### src/rtl/scope_capture_pkg.sv
// Shared types for the scope capture block: FSM state encoding and the sample type
// used by the readout side.
package scope_pkg;

  typedef enum logic [1:0] {IDLE, ARMED, CAPTURE, DONE} scope_state_t;

  localparam int SCOPE_DATA_W = 12;

  typedef logic signed [SCOPE_DATA_W-1:0] sample_t;

endpackage

### src/rtl/scope_capture_ram.sv
// Simple dual-port capture buffer: one write port, one registered read port.
// Same-address read during write returns the old word.
module scope_ram #(
  parameter  int DATA_W = 12,
  parameter  int DEPTH  = 256,
  localparam int ADDR_W = $clog2(DEPTH)
) (
  input  logic              clk,
  input  logic              reset_n,
  input  logic              we,
  input  logic [ADDR_W-1:0] waddr,
  input  logic [DATA_W-1:0] wdata,
  input  logic [ADDR_W-1:0] raddr,
  output logic [DATA_W-1:0] rdata
);

  logic [DATA_W-1:0] mem [DEPTH];

  // NOTE: the array has no reset so it maps onto block RAM; only the read register clears.
  always_ff @(posedge clk) begin
    if (we) mem[waddr] <= wdata;
  end

  always_ff @(posedge clk) begin
    if (!reset_n) rdata <= '0;
    else          rdata <= mem[raddr];
  end

endmodule

### src/rtl/scope_capture.sv
// Triggered sample capture: waits for a rising crossing of TRIG_LEVEL, then stores DEPTH
// qualified samples. Define SCOPE_CAPTURE_AUTOTRIG_EN to force a trigger after AUTO_TIMEOUT samples.
module scope_capture
  import scope_pkg::*;
#(
  parameter  int                        DATA_W       = 12,
  parameter  int                        DEPTH        = 256,
  parameter  logic signed [DATA_W-1:0]  TRIG_LEVEL   = '0,
  parameter  int                        AUTO_TIMEOUT = 1024,
  localparam int                        ADDR_W       = $clog2(DEPTH)
) (
  input  logic              clk,
  input  logic              reset_n,
  input  logic              sample_en,
  input  logic [DATA_W-1:0] sample,
  input  logic              arm,
  output logic              busy,
  output logic              done,
  output logic              trig_forced,
  input  logic [ADDR_W-1:0] rd_addr,
  output logic [DATA_W-1:0] rd_data
);

  scope_state_t             state;
  logic [ADDR_W-1:0]        wr_ptr;
  logic signed [DATA_W-1:0] prev;
  logic                     prev_valid;
  logic signed [DATA_W-1:0] cur;
  logic                     crossing;
  logic                     timeout_hit;
  logic                     trigger;
  logic                     start_arm;
  logic                     we;
  logic [ADDR_W-1:0]        waddr;

  assign cur       = sample;
  assign start_arm = arm && (state == IDLE || state == DONE);

  // NOTE: every always_comb output gets a default first so no latch can be inferred.
  always_comb begin
    crossing = 1'b0;
    if (prev_valid && (prev < TRIG_LEVEL) && (cur >= TRIG_LEVEL)) crossing = 1'b1;
    trigger = crossing || timeout_hit;
    we      = sample_en && ((state == ARMED && trigger) || state == CAPTURE);
    waddr   = (state == CAPTURE) ? wr_ptr : '0;
  end

`ifdef SCOPE_CAPTURE_AUTOTRIG_EN
  localparam int TO_W = $clog2(AUTO_TIMEOUT + 1);

  logic [TO_W-1:0] to_cnt;

  // to_cnt holds qualified samples already seen, so the current one is number to_cnt+1.
  assign timeout_hit = (state == ARMED) && sample_en && (to_cnt == TO_W'(AUTO_TIMEOUT - 1));

  always_ff @(posedge clk) begin
    if (!reset_n) begin
      to_cnt      <= '0;
      trig_forced <= 1'b0;
    end else if (start_arm) begin
      to_cnt      <= '0;
      trig_forced <= 1'b0;
    end else if (state == ARMED && sample_en) begin
      to_cnt <= to_cnt + TO_W'(1);
      if (timeout_hit && !crossing) trig_forced <= 1'b1;
    end
  end
`else
  assign timeout_hit = 1'b0;
  assign trig_forced = 1'b0;
`endif

  always_ff @(posedge clk) begin
    if (!reset_n) begin
      state      <= IDLE;
      busy       <= 1'b0;
      done       <= 1'b0;
      wr_ptr     <= '0;
      prev       <= '0;
      prev_valid <= 1'b0;
    end else begin
      case (state)
        IDLE, DONE: begin
          if (arm) begin
            state      <= ARMED;
            busy       <= 1'b1;
            done       <= 1'b0;
            prev_valid <= 1'b0;
          end
        end
        ARMED: begin
          if (sample_en) begin
            prev       <= cur;
            prev_valid <= 1'b1;
            if (trigger) begin
              wr_ptr <= ADDR_W'(1);
              state  <= CAPTURE;
            end
          end
        end
        CAPTURE: begin
          if (sample_en) begin
            wr_ptr <= wr_ptr + ADDR_W'(1);
            if (wr_ptr == ADDR_W'(DEPTH - 1)) begin
              state <= DONE;
              busy  <= 1'b0;
              done  <= 1'b1;
            end
          end
        end
        default: state <= IDLE;
      endcase
    end
  end

  scope_ram #(
    .DATA_W (DATA_W),
    .DEPTH  (DEPTH)
  ) u_ram (
    .clk     (clk),
    .reset_n (reset_n),
    .we      (we),
    .waddr   (waddr),
    .wdata   (sample),
    .raddr   (rd_addr),
    .rdata   (rd_data)
  );

endmodule
### config.mk
export PLATFORM = sky130hd
export DESIGN_NAME = scope_capture
export DESIGN_NICKNAME = d
export VERILOG_FILES = /design/src/rtl/scope_capture_pkg.sv /design/src/rtl/scope_capture_ram.sv /design/src/rtl/scope_capture.sv
export SDC_FILE = /design/constraint.sdc
export NUM_CORES = 2
export LEC_CHECK = 0
export CAP_MARGIN = 15
export CORE_AREA = 2 2 495 497
export DETAILED_ROUTE_END_ITERATION = 16
export DIE_AREA = 0 0 497 499
export PLACE_DENSITY = 0.7
export SETUP_SLACK_MARGIN = 0.5
export SYNTH_ARGS = -nofsm -noshare
export SYNTH_HDL_FRONTEND = slang
export SYNTH_HIERARCHICAL = 1
export SYNTH_SLANG_ARGS = --single-unit
### constraint.sdc
create_clock -name clk -period 3.2 [get_ports clk]
set_clock_uncertainty 0.05 [all_clocks]
set_input_delay 0.64 -clock clk [delete_from_list [all_inputs] [get_ports clk]]
set_output_delay 0.64 -clock clk [all_outputs]
set_load 0.05 [all_outputs]
==> metrics.txt <==
Switching Fraction=21.0%; Starting Density=49.9%; DP Area=0.131 sq mm; post-synth design cell area=0.121 sq mm; ports placed on the boundary=39; number of cells produced by synthesis=5,654; maximum number of pins on one net before global-route repair=140; Pins Over Slew Limit=0; arrival time of data at the critical path endpoint=3.64 ns; Internal Pwr Total=67.6 mW; most common cell after layout, fill and taps aside=sky130_fd_sc_hd__edfxtp_1; CORE AREA=0.243 sq mm; period utilisation layout=89.0%; fraction of the core area covered by cells at the end of the flow=58.6%; post-route ant nets=0; total routing resource utilization after global routing=25.3%; most frequently used flop master after synthesis=sky130_fd_sc_hd__edfxtp_1; count of different cell masters after synthesis=74; placer congestion estimate=0.897; Synth warnings=6; layout net count=6,552; Die Width=497 um; proportion of synthesized chip area in sequential cells=76.7%; unrepaired setup endpoints after global routing=yes; most frequent cell on the critical path=sky130_fd_sc_hd__buf_4; number of I/O port buffers=37; latest clock arrival within the worst-skew pair=0.99 ns; Worst Setup End Kind=flop; signed area change from the synthesized netlist to the final layout=17.5%; H-tree levels=5; chain of cells forming the critical path=clkdlybuf4s50_1, buf_12, nor3b_4, buf_4, buf_4, nand2_1, nor4_1, a2111oi_1, nand4_1, o32ai_1; Seq pwr share=52.3%; Non-Filler Cell Area, Final=0.142 sq mm; final sum of negative setup slack=0 ns; overall routed net length=320,000 um; crit path max-delay cell type=sky130_fd_sc_hd__a2111oi_1; share of post-route cells with drive strength above 1=30.9%; vertical extent of the die=499 um; maximum clock frequency=351 MHz; net count after synthesis=5,682; detail-routed via count per cell=6.37; synthesized flop and latch total=3,098; standby leakage power=46.4 nW; top fanout value on the critical path=15; fin cells=9,963; overall via count from detail_route=63,443; worst setup path class=in -> reg; headroom to the max-slew limit=31.8%; number of detailed-route iterations in the first pass=8; number of buffer and inverter stages on the critical path=4; maximum count of clock buffers along a single path=4; cts bufs inserted=322; worst supply voltage drop on vdd=0.612 mV; Seq. cell area=0.0928 sq mm; antenna violations before repair=12; leftover overflow at the end of global routing=0; estimated wirelength of the detail-placed design=201,000 um; Multi-input gate area=0.0263 sq mm; family with the most delay on the worst path=simple AND/OR/NAND/NOR gates; Fillers=16,737; worst setup slack before clock tree synthesis=-0.939 ns; commonest non-fill, non-tap cells in the layout=sky130_fd_sc_hd__edfxtp_1 (3,072), sky130_fd_sc_hd__buf_4 (643), sky130_fd_sc_hd__mux4_2 (530); part of the total power dissipated in the clock network=42.1%; Final Hold Fails=0; status=finished, final reports clean; transition time at the pin with the least slew margin=1.02 ns; Post-synth EDFFs=3,072; Final Power=85.5 mW; pwr dens=601 mW/mm^2; combinational share of power=5.7%; Period minus WS final=2.85 ns; Critical Path Max Stage Delay=0.71 ns; number of sinks handled by clock tree synthesis=3,098; clock transition at the registers of the reported paths=0.06 ns; final number of setup-violating endpoints=0; count of standard-cell rows=181; path class of the lowest-slack min-delay path=in -> reg; Die Area=0.248 sq mm; worst path setup slack after routing=0.352 ns; DR WL/cell=32.1 um; switching power total=17.9 mW; vias in the first global route=62,097; fraction of registers with async set/reset=0%; clk root buf=sky130_fd_sc_hd__clkbuf_16; startpoint class of the critical path=input pin; max cap viols=0; final hold slack=0.120 ns; CTS tree=yes; global-route wire length before repair=452,000 um; mean area per synthesized cell=21.4 sq um; violation count after the first detailed-routing iteration=9,069; placed cell count=9,346; data required time of the worst path=3.99 ns; DRC errors left=0
[registers in the layout, indices dropped and copies added (netlist names)]
name and flops:
busy 1, done 1, prev 1, prev_valid 1, state 2, u_ram/mem 3072
u_ram/rdata 12, wr_ptr 8
[power by group through the flow]
stage               registers, mW  logic [mW]  clock network (mW)
floorplan                    45.6        2.29                   0
global placement             45.6        4.61                   0
detailed placement           45.6        4.69                   0
CTS                          44.7        4.73                36.4
global route                 44.7        5.03                38.0
finish                       44.7        4.84                36.0
[synthesized netlist by cell type (12+ instances only)]
cell	number	area, sq um
sky130_fd_sc_hd__a21oi_1	90	450
sky130_fd_sc_hd__and2_1	17	106
sky130_fd_sc_hd__mux4_1	112	2940
sky130_fd_sc_hd__a211oi_1	12	90.1
sky130_fd_sc_hd__mux2i_1	371	3710
sky130_fd_sc_hd__o211ai_1	17	128
sky130_fd_sc_hd__a22o_1	24	210
sky130_fd_sc_hd__buf_4	17	128
sky130_fd_sc_hd__buf_2	62	310
sky130_fd_sc_hd__buf_1	14	52.6
sky130_fd_sc_hd__nand3_1	56	280
sky130_fd_sc_hd__o221ai_1	133	1160
sky130_fd_sc_hd__buf_6	42	473
sky130_fd_sc_hd__nor2_1	338	1270
sky130_fd_sc_hd__edfxtp_1	3072	92200
sky130_fd_sc_hd__dfxtp_1	26	521
sky130_fd_sc_hd__o22ai_1	87	544
sky130_fd_sc_hd__buf_8	50	751
sky130_fd_sc_hd__mux4_2	530	11900
sky130_fd_sc_hd__a22oi_1	53	398
sky130_fd_sc_hd__o21ai_0	85	425
sky130_fd_sc_hd__a221oi_1	23	201
sky130_fd_sc_hd__nand2_1	74	278
sky130_fd_sc_hd__nand4_1	28	175
sky130_fd_sc_hd__clkbuf_1	110	413
sky130_fd_sc_hd__buf_12	12	240
sky130_fd_sc_hd__nor4_1	15	93.8
sky130_fd_sc_hd__clkbuf_8	17	234
sky130_fd_sc_hd__nor3_1	29	145
[worst paths after layout]
check / endpoint / cells after the start / startpoint / slack, ns
worst max-delay path: u_ram/rdata[3]$_SDFF_PN0_ / 10 / rd_addr[6] / 0.35
worst min-delay path: u_ram/mem[178][10]$_DFFE_PP_ / 1 / sample[10] / 0.12
worst max register to register: u_ram/mem[103][7]$_DFFE_PP_ / 13 / state[0]$_SDFFE_PN0P_ / 0.44
worst min register to register: done$_SDFFE_PN0P_ / 2 / done$_SDFFE_PN0P_ / 0.44
[worst reg2reg max path: cells and delay by family (launching register included)]
| family | cells | cell delay (ns) |
|---|---|---|
| adder cells (fa/ha/maj) | 1 | 0.19 |
| buffers and inverters | 8 | 1.24 |
| flip-flops | 1 | 0.35 |
| AND/OR/NAND/NOR | 4 | 0.57 |
[kinds of logic after synthesis]
| group | count (synthesis) | synth area share, % |
|---|---|---|
| adder cells (fa/ha/maj) | 4 | 0.0414 |
| multiplexers | 1013 | 15.4 |
| XOR/XNOR | 4 | 0.0289 |
| AND/OR/NAND/NOR | 606 | 2.24 |
| flip-flops | 3098 | 76.7 |
| buffers and inverters | 352 | 2.31 |
| other | 1 | 0.00310 |
| AO/OA/AOI/OAI | 576 | 3.35 |
[area by class of cell]
class	instances	area share, %
Multi-Input combinational cell	2204	18.5
Clock inverter	154	1.03
Timing Repair Buffer	885	6.33
Antenna cell	7	0.0123
Tap cell	3202	2.82
Sequential cell	3098	65.2
Inverter	13	0.0431
Clock buffer	400	6.02
[layer usage]
| layer | share of wire [%] | global-route usage (%) | wire, um |
|---|---|---|---|
| met5 | 0.023 | 0 | 73 |
| met4 | 4.4 | 10.5 | 14100 |
| met3 | 11 | 5.81 | 35900 |
| met2 | 47 | 39.7 | 151000 |
| met1 | 37 | 34.6 | 119000 |
[repair_timing]
action,in CTS,in global routing
hold buffers,2,0
buffers inserted,16,25
endpoints found under the setup margin,2555,1274
pin swaps,10,11
cloned,5,8
resized for setup,82,95
endpoints found under the hold margin,19,0
Power figures use the tool's default switching activity.
